File: src/rtl/apb_pkg.sv
// Shared APB definitions: completer FSM states, response codes and byte-lane merge.
package apb_pkg;

    typedef enum logic {
        StIdle   = 1'b0,
        StAccess = 1'b1
    } apb_state_e;

    // Response encodings shared with the bridge's bresp/rresp mapping.
    localparam logic [1:0] RESP_OKAY   = 2'b00;
    localparam logic [1:0] RESP_SLVERR = 2'b10;

    function automatic logic [31:0] byte_merge(input logic [31:0] old_word,
                                               input logic [31:0] new_word,
                                               input logic [3:0]  strb);
        logic [31:0] merged;
        merged = old_word;
        for (int k = 0; k < 4; k++) begin
            if (strb[k]) begin
                merged[8*k +: 8] = new_word[8*k +: 8];
            end
        end
        return merged;
    endfunction

endpackage

File: src/rtl/apb_addr_decode.sv
// Combinational window decode for an APB completer: register index plus a single error flag
// covering misalignment, out-of-window (including below-base wrap) and writes to read-only slots.
module apb_addr_decode
    import apb_pkg::*;
#(
    parameter logic [31:0] BASE_ADDR = 32'h0000_0000,
    parameter int unsigned NUM_REGS  = 16,
    parameter logic [15:0] RO_MASK   = 16'h0000,
    parameter int unsigned IDX_W     = 4
) (
    input  logic [31:0]      i_paddr,
    input  logic             i_pwrite,
    output logic [IDX_W-1:0] o_index,
    output logic             o_err
);

    logic [31:0] w_offset;
    logic [29:0] w_word;
    logic        w_align_err;
    logic        w_range_err;
    logic        w_ro_err;

    // Unsigned wrap turns addresses below the base into huge offsets, caught by the range test.
    assign w_offset    = i_paddr - BASE_ADDR;
    assign w_word      = w_offset[31:2];
    assign w_align_err = (w_offset[1:0] != 2'b00);
    assign w_range_err = (w_word >= 30'(NUM_REGS));
    assign o_index     = w_word[IDX_W-1:0];
    assign w_ro_err    = i_pwrite && !w_range_err && RO_MASK[o_index];
    assign o_err       = w_align_err || w_range_err || w_ro_err;

endmodule

File: src/rtl/apb_regbank_slave.sv
// APB register bank completer with read-only status slots and programmable wait states.
// Optional build macro APB_REGBANK_WAIT_EN enables the wait counter; otherwise zero-wait.
module apb_regbank_slave
    import apb_pkg::*;
#(
    parameter logic [31:0] BASE_ADDR   = 32'h0000_0000,
    parameter int unsigned NUM_REGS    = 16,
    parameter logic [15:0] RO_MASK     = 16'h0000,
    parameter int unsigned WAIT_CYCLES = 2
) (
    input  logic                     s_axi_clk,
    input  logic                     s_axi_aresetn,
    input  logic [31:0]              paddr,
    input  logic [2:0]               pprot,
    input  logic                     psel,
    input  logic                     penable,
    input  logic                     pwrite,
    input  logic [31:0]              pwdata,
    input  logic [3:0]               pstrb,
    output logic                     pready,
    output logic [31:0]              prdata,
    output logic                     pslverr,
    input  logic [NUM_REGS*32-1:0]   status_in,
    output logic [NUM_REGS*32-1:0]   reg_out
);

    localparam int unsigned IDX_W = (NUM_REGS > 1) ? $clog2(NUM_REGS) : 1;

    apb_state_e       r_state;
    apb_state_e       w_state_next;
    logic [IDX_W-1:0] r_idx;
    logic [IDX_W-1:0] w_idx_next;
    logic             r_err;
    logic             w_err_next;
    logic             r_write;
    logic             w_write_next;
    logic [IDX_W-1:0] w_dec_idx;
    logic             w_dec_err;
    logic             w_cnt_zero;
    logic             w_complete;
    logic             w_do_write;
    logic [1:0]       w_resp;
    logic [31:0]      w_rdata;
    logic [31:0]      w_regs   [NUM_REGS];
    logic [31:0]      w_status [NUM_REGS];
    logic             unused_pprot;

    assign unused_pprot = ^pprot;

    apb_addr_decode #(
        .BASE_ADDR (BASE_ADDR),
        .NUM_REGS  (NUM_REGS),
        .RO_MASK   (RO_MASK),
        .IDX_W     (IDX_W)
    ) u_decode (
        .i_paddr  (paddr),
        .i_pwrite (pwrite),
        .o_index  (w_dec_idx),
        .o_err    (w_dec_err)
    );

`ifdef APB_REGBANK_WAIT_EN
    logic [3:0] r_cnt;
    logic [3:0] w_cnt_next;

    assign w_cnt_zero = (r_cnt == 4'd0);

    always_ff @(posedge s_axi_clk or negedge s_axi_aresetn) begin
        if (!s_axi_aresetn) begin
            r_cnt <= 4'd0;
        end else begin
            r_cnt <= w_cnt_next;
        end
    end
`else
    localparam int unsigned unused_wait_cycles = WAIT_CYCLES;

    assign w_cnt_zero = 1'b1;
`endif

    always_ff @(posedge s_axi_clk or negedge s_axi_aresetn) begin
        if (!s_axi_aresetn) begin
            r_state <= StIdle;
            r_idx   <= '0;
            r_err   <= 1'b0;
            r_write <= 1'b0;
        end else begin
            r_state <= w_state_next;
            r_idx   <= w_idx_next;
            r_err   <= w_err_next;
            r_write <= w_write_next;
        end
    end

    always_comb begin
        w_state_next = r_state;
        w_idx_next   = r_idx;
        w_err_next   = r_err;
        w_write_next = r_write;
        w_complete   = 1'b0;
`ifdef APB_REGBANK_WAIT_EN
        w_cnt_next   = r_cnt;
`endif
        unique case (r_state)
            StIdle: begin
                if (psel && !penable) begin
                    w_state_next = StAccess;
                    w_idx_next   = w_dec_idx;
                    w_err_next   = w_dec_err;
                    w_write_next = pwrite;
`ifdef APB_REGBANK_WAIT_EN
                    w_cnt_next   = 4'(WAIT_CYCLES);
`endif
                end
            end
            StAccess: begin
                // Requester withdrew select: drop the transfer without committing anything.
                if (!psel) begin
                    w_state_next = StIdle;
                end else if (penable) begin
                    if (w_cnt_zero) begin
                        w_complete   = 1'b1;
                        w_state_next = StIdle;
                    end
`ifdef APB_REGBANK_WAIT_EN
                    else begin
                        w_cnt_next = r_cnt - 4'd1;
                    end
`endif
                end
            end
            default: w_state_next = StIdle;
        endcase
    end

    assign w_resp     = r_err ? RESP_SLVERR : RESP_OKAY;
    assign w_do_write = w_complete && !r_err && r_write;
    assign w_rdata    = RO_MASK[r_idx] ? w_status[r_idx] : w_regs[r_idx];

    assign pready  = w_complete;
    assign pslverr = w_complete && (w_resp == RESP_SLVERR);
    assign prdata  = (w_complete && !r_err && !r_write) ? w_rdata : 32'h0;

    for (genvar i = 0; i < NUM_REGS; i++) begin : g_regs
        assign w_status[i] = status_in[32*i +: 32];

        if (RO_MASK[i]) begin : g_ro
            assign w_regs[i] = 32'h0;
        end else begin : g_rw
            logic [31:0] r_word;

            always_ff @(posedge s_axi_clk or negedge s_axi_aresetn) begin
                if (!s_axi_aresetn) begin
                    r_word <= 32'h0;
                end else if (w_do_write && (r_idx == IDX_W'(i))) begin
                    r_word <= byte_merge(r_word, pwdata, pstrb);
                end
            end

            assign w_regs[i] = r_word;
        end

        assign reg_out[32*i +: 32] = w_regs[i];
    end

endmodule

File: config.mk
export PLATFORM = sky130hd
export DESIGN_NAME = apb_regbank_slave
export DESIGN_NICKNAME = d
export VERILOG_FILES = /design/src/rtl/apb_pkg.sv /design/src/rtl/apb_addr_decode.sv /design/src/rtl/apb_regbank_slave.sv
export SDC_FILE = /design/constraint.sdc
export NUM_CORES = 1
export LEC_CHECK = 0
export CAP_MARGIN = 20
export CORE_AREA = 2 2 438 440
export DETAILED_ROUTE_END_ITERATION = 16
export DIE_AREA = 0 0 440 442
export MAX_ROUTING_LAYER = met4
export PLACE_DENSITY = 0.32
export SYNTH_ARGS = -nofsm -noshare
export SYNTH_HDL_FRONTEND = slang
export SYNTH_SLANG_ARGS = --single-unit
File: constraint.sdc
create_clock -name s_axi_clk -period 2 [get_ports s_axi_clk]
set_input_delay 0.2 -clock s_axi_clk [delete_from_list [all_inputs] [get_ports s_axi_clk]]
set_output_delay 0.2 -clock s_axi_clk [all_outputs]
set_load 0.01 [all_outputs]
# Yosys cells after proc, flatten, opt, wreduce, memory -nomap -nowiden
# Memory sizes are Yosys's and may differ from the RTL's.
# Index checks and enable logic that the tools add are counted.
[totals]
register_bits = 519
rom_bits = 32
output_inout_bits = 546
wordCells = 206
n_memories = 2
[mem_list]
columns = ["name", "words", "word_bits", "read_ports", "rd_ports_with_merged_regs", "write_ports", "line_no", "text"]
rows = [
  ["(no name shown)", 16, 1, 1, 0, 0, "apb_addr_decode.sv:29", "assign w_ro_err = i_pwrite && !w_range_err && RO_MASK[o_index];"],
  ["(no name shown)", 16, 1, 1, 0, 0, "apb_regbank_slave.sv:138", "assign w_rdata = RO_MASK[r_idx] ? w_status[r_idx] : w_regs[r_idx];"],
]
[op_classes]
magnitude_cmp = 4
n_eq_ne = 16
n_mux = 18
bitwise = 2
n_reduce_logical = 96
[ops]
columns = ["cell", "count"]
rows = [
  ["binary-select mux 32 bit (select 4 bit)", 2],
  ["2-to-1 mux 32 bit", 6],
  ["AND reduction 2 bit", 65],
  ["equality test 4 bit (second input constant)", 8],
  [">= comparator 30 x 5 -> 1 bit (second input constant)", 1],
  ["logical AND 1 bit", 23],
  ["equality test 4 x 3 -> 1 bit (second input constant)", 4],
  ["< comparator 4 x 5 -> 1 bit (second input constant)", 2],
  ["equality test 4 x 2 -> 1 bit (second input constant)", 2],
  ["2-to-1 mux 1 bit", 8],
  [">= comparator 5 bit (second input constant)", 1],
  ["NOT 4 -> 5 bit", 1],
  ["equality test 4 x 1 -> 1 bit (second input constant)", 1],
  ["zero test 1 bit", 4],
  ["zero test 4 bit", 1],
  ["equality test 2 bit (second input constant)", 1],
  ["logical OR 1 bit", 2],
  ["2-to-1 mux 2 bit", 1],
  ["case mux 1 bit (2 select lines)", 1],
  ["nonzero test 2 bit", 1],
  ["NOT 1 bit", 1],
]

# Depth between registers and ports, before layout
[logic_depth]
depth_word = 7
mapped_depth = 7
ltp_nobuf = 4

# By module
# From an unflattened synthesis, not the netlist that was laid out.
[hier_totals]
hier_cells = 1509
hier_area_um2 = 24807.5
[modules_own_cells]
columns = ["mod", "instances", "cells_per_inst", "area_per_inst_um2", "seq_area_each_um2"]
rows = [
  ["apb_regbank_slave", 1, 1496, 24718.7, 12987.5],
  ["apb_addr_decode", 1, 13, 88.8, 0.0],
]

# Least setup slack after synthesis
# No wires, ideal clock.
[synth_timing]
kind = "register -> register"
startpoint = "register r_idx[1]"
endpoint = "register g_regs[0].g_rw.r_word[0]"
t_arrival_ns = 1.869
t_required_ns = 1.875
setup_slack_ns = 0.006
stages_incl_launch_ff = 6
period_less_slack_ns = 1.994
path_cell_list = "dfrtp_1 buf_6 or3b_2 buf_2 nor4_4 mux2_2"
[synth_via]
elab_chain_len = 3
[synth_rtl]
columns = ["item", "line_no", "text"]
rows = [
  ["start: declaration", "apb_regbank_slave.sv:31", "logic [IDX_W-1:0] r_idx;"],
  ["start signal: assignment", "apb_regbank_slave.sv:89", "r_idx <= w_idx_next;"],
  ["zero test 4 bit", "apb_regbank_slave.sv:155", "end else if (w_do_write && (r_idx == IDX_W'(i))) begin"],
  ["logical AND 1 bit", "apb_regbank_slave.sv:155", ""],
  ["AND reduction 2 bit (no source line)", "--", ""],
  ["end signal: assignment", "apb_regbank_slave.sv:156", "r_word <= byte_merge(r_word, pwdata, pstrb);"],
  ["end: declaration", "apb_regbank_slave.sv:150", "logic [31:0] r_word;"],
]
# Every way passes these cells.
# A chain may end at the register's enable or synchronous reset.

# Worst setup path after layout
[layout_timing]
startpoint = "register r_idx[1]"
endpoint = "output prdata[4]"
[layout_via]
elab_chain_len = 6
[layout_rtl]
columns = ["item", "line_no", "text"]
rows = [
  ["NOT 4 -> 5 bit (not written as such)", "apb_regbank_slave.sv:138", ""],
  ["binary-select mux 32 bit (select 4 bit)", "apb_regbank_slave.sv:138", ""],
  ["2-to-1 mux 32 bit (not written as such) (2 in a row)", "apb_regbank_slave.sv:138", ""],
  ["2-to-1 mux 32 bit *", "apb_regbank_slave.sv:138", ""],
  ["2-to-1 mux 32 bit *", "apb_regbank_slave.sv:142", "assign prdata = (w_complete && !r_err && !r_write) ? w_rdata : 32'h0;"],
  ["end: declaration", "apb_regbank_slave.sv:21", "output logic [31:0] prdata,"],
]
# Every way passes the cells marked *; elsewhere a longest branch is shown, timed or not. The select of a mux whose other input is x is not followed.

==> qor.yml <==
outcome:
  status: "finished with violations"
  violations: "setup timing"
route:
  dr.pass1.iters: 5
  drc: 0
  drt_iter0_markers: 796
  vias: 19810
  vias_per_cell: 3.665
  antenna_left: 0
  wl_per_cell_um: 26.03
  drt_wl_total_mm: 140.7
floorplanning:
  dieArea_sq_um: 194500
  initial_core_util_pct: 13.07
  fp.coreArea_sq_um: 189600
  io_pins: 1134
  die_x_um: 440
  die_h_um: 442
  rows: 160
final_layout:
  nets: 3427
  fin_util_pct: 23.69
  synthToLayoutAreaGrowth_pct: 81.30
  drive_above_1_share_pct: 58.31
  final_cell_area_sq_um: 44910
critical_path:
  cp.depth: 9
  worst-path-buf-inv: 6
  critPathKind: "register to primary output"
  worstPathRequired_ns: 1.80
  critPathLaunchType: "register"
  crit_arrival_ns: 2.84
  setup.worst_path.end_class: "primary output"
  slowest_stage: "dfrtp_4"
  crit_family: "buffers and inverters"
  max_stage_delay_ns: 0.48
  critPathMaxFanout: 4
  crit_chain: "buf_4 -> buf_12 -> buf_12 -> buf_12 -> buf_4 -> mux4_2 -> mux2i_4 -> o221ai_2 -> buf_2"
  r2r_cells: 12
  cpMostUsedCell: "buf_12"
place:
  dp_hpwl_mm: 105.4
  placed_cell_area_sq_um: 38870
  gp_congestion: 0.7909
  port_buffers: 618
logic_synthesis:
  syn_area_per_cell_sq_um: 16.46
  synth_cell_types: 32
  synth_edf_count: 0
  synth_top_family_by_area: "multiplexers"
  ys_seq_elements: 519
  yosysTopAreaCellShare_pct: 52.43
  synth_most_common_cell: "dfrtp_1"
  netlist_area_sq_um: 24770
  syn_nets: 2093
  synth-simple-area-share_pct: 7.405
  synth_compound_area_share_pct: 1.157
  synthMuxAreaShare_pct: 36.43
  synthXorXnorAreaFrac_pct: 0
  synth_top_cells_by_count: "dfrtp_1 (519), mux2_2 (516), mux4_2 (128)"
  synth_flop_cell: "dfrtp_1"
  synth_cells: 1505
  synthAdderAreaFrac_pct: 0
  ys_warn_count: 0
  async_flop_share_pct: 100.0
  synth_area_leader_cell: "dfrtp_1"
  synth.area.top_cells: "dfrtp_1 (52%), mux2_2 (23%), mux4_2 (12%)"
  seq_area_frac_synth_pct: 52.43
grt:
  track_usage_pct: 14.68
  grt_pass1_vias: 22410
  overflow: 0
  grt_max_degree: 82
  antenna_found_initial: 7
  grt_pass1_wl_mm: 192.3
sta:
  finalCriticalPeriod_ns: 3.044
  period_share_pct: 152.2
  hold_viol_final: 0
  worst_pin_slew_ns: 0.8370
  max_slew_margin_pct: 44.03
  clock-skew-final_ns: 0.03361
  final_max_slew_viol_count: 0
  grt_setup_unrepaired: "yes"
  finalWorstSetupSlack_ns: -1.044
  max_freq_mhz: 328.5
  setup_viol: 574
power:
  irDropWorstVdd_uv: 480.8
  p_leak_uw: 0.01993
  power_density_nw_per_um2: 641.1
clock_tree:
  cts_tree: "yes"
  htree_levels: 3
  cts_buffer_depth: 3
  clkSlewWorstSetupHoldPaths_ns: 0.06
  clk_latency_ns: 0.70
  cts_sinks: 519
  cts_buffers: 74
  root_buffer: "clkbuf_16"
run:
  drv_cap: 0
worst_hold_path:
  worstHoldPathCells: 2
  hp-class: "input pin to register"
-- sequential cells by signal, summed over array words and instances, names as in the netlist --
signal	cells
g_regs.g_rw.r_word	512
r_idx	4
r_write	1
r_err	1
r_state	1
-- layout by cell type (no fill, tap or decap), drive strengths merged --
| master | synthesis | layout |
|---|---|---|
| buf | 55 | 781 |
| clkdlybuf4s50 | 0 | 582 |
| dfrtp | 519 | 519 |
| mux2 | 517 | 517 |
| mux4 | 128 | 128 |
| clkbuf | 53 | 105 |
| nor4 | 71 | 71 |
| inv | 32 | 36 |
| nand4 | 32 | 32 |
| o221ai | 32 | 32 |
| mux2i | 32 | 32 |
| clkinv | 1 | 16 |
| nand3b | 10 | 10 |
| nand3 | 5 | 5 |
| or3b | 4 | 4 |
| bufinv | 0 | 4 |
| dlygate4sd3 | 0 | 3 |
| nand2b | 3 | 3 |
| and2 | 2 | 2 |
| clkinvlp | 0 | 2 |
| nor2 | 2 | 2 |
| diode | 0 | 1 |
| nor2b | 1 | 1 |
| nand2 | 1 | 1 |
| nor3b | 1 | 1 |
| nand4b | 1 | 1 |
| and4 | 1 | 1 |
| and3 | 1 | 1 |
| a31oi | 1 | 1 |
-- what timing repair did --
| item | in CTS | in global routing |
|---|---|---|
| endpoints found under the setup margin | 738 | 747 |
| hold endpoints to repair | 346 | 0 |
| gates resized for setup | 469 | 176 |
| cloned | 9 | 0 |
| buffers inserted | 141 | 32 |
| hold buffers | 3 | 0 |
| pin swaps | 63 | 46 |
-- routing by layer --
metal  up-vias  wire (um)  global-route usage (%)
li1       8523          -                       -
met1     10580      57620                   16.87
met2       511      71560                   25.20
met3       198       5704                   2.857
met4         0       5826                   5.333
met5         -          0                       -
-- worst reg2reg max path, delay by kind of cell (launching register included) --
family,cells,cell delay (ns)
mux,1,0.34
simple gates,2,0.34
flops,1,0.48
buf+inv,9,1.30
-- final timing paths --
check,from,endpoint,slack [ns]
min reg2reg,g_regs[15].g_rw.r_word[18],g_regs[15].g_rw.r_word[18],0.54
min in group asynchronous,s_axi_aresetn,g_regs[8].g_rw.r_word[28],0.68
max,r_idx[1],prdata[4],-1.04
max in group asynchronous,s_axi_aresetn,g_regs[5].g_rw.r_word[28],-0.11
max reg2reg,r_idx[1],g_regs[1].g_rw.r_word[6],-0.60
min,paddr[3],r_idx[1],0.13
-- kinds of logic (layout without fill, tap and decap cells) --
family	count (synthesis)	after routing
simple gates	135	135
mux	677	677
buf+inv	141	1529
other cells	0	1
compound gates	33	33
flops	519	519
-- through the flow --
step                      hold WS [ns]  total power, uW  cells  setup TNS (ns)  worst slack (ns)
after floorplan               -0.09559            12200   1505               0          0.005983
after global placement          0.1218            14110   5098         -328.37            -1.027
after detailed placement        0.1214            14140   5108         -305.72           -0.9026
after CTS                      0.04515            29340   5388         -244.53            -1.156
after global routing           0.07622            30060   5405         -248.80            -1.183
final                           0.1300            28790   5405         -201.29            -1.044
-- final cells by class --
class | count | area (sq um)
tap | 2511 | 3142
timing repair buffer | 1366 | 13700
fill | 19800 | 144700
multi-input combinational | 845 | 12460
clock inverter | 25 | 322.8
inverter | 33 | 128.9
antenna | 1 | 2.502
clock buffer | 105 | 2148
sequential | 519 | 13000
-- where the power goes --
group	switching [uW]	internal, uW
logic	2300	2350
clock network	5480	8040
registers	58.2	10600
total	7840	21000
No activity file was read; power rests on OpenSTA's default activity.
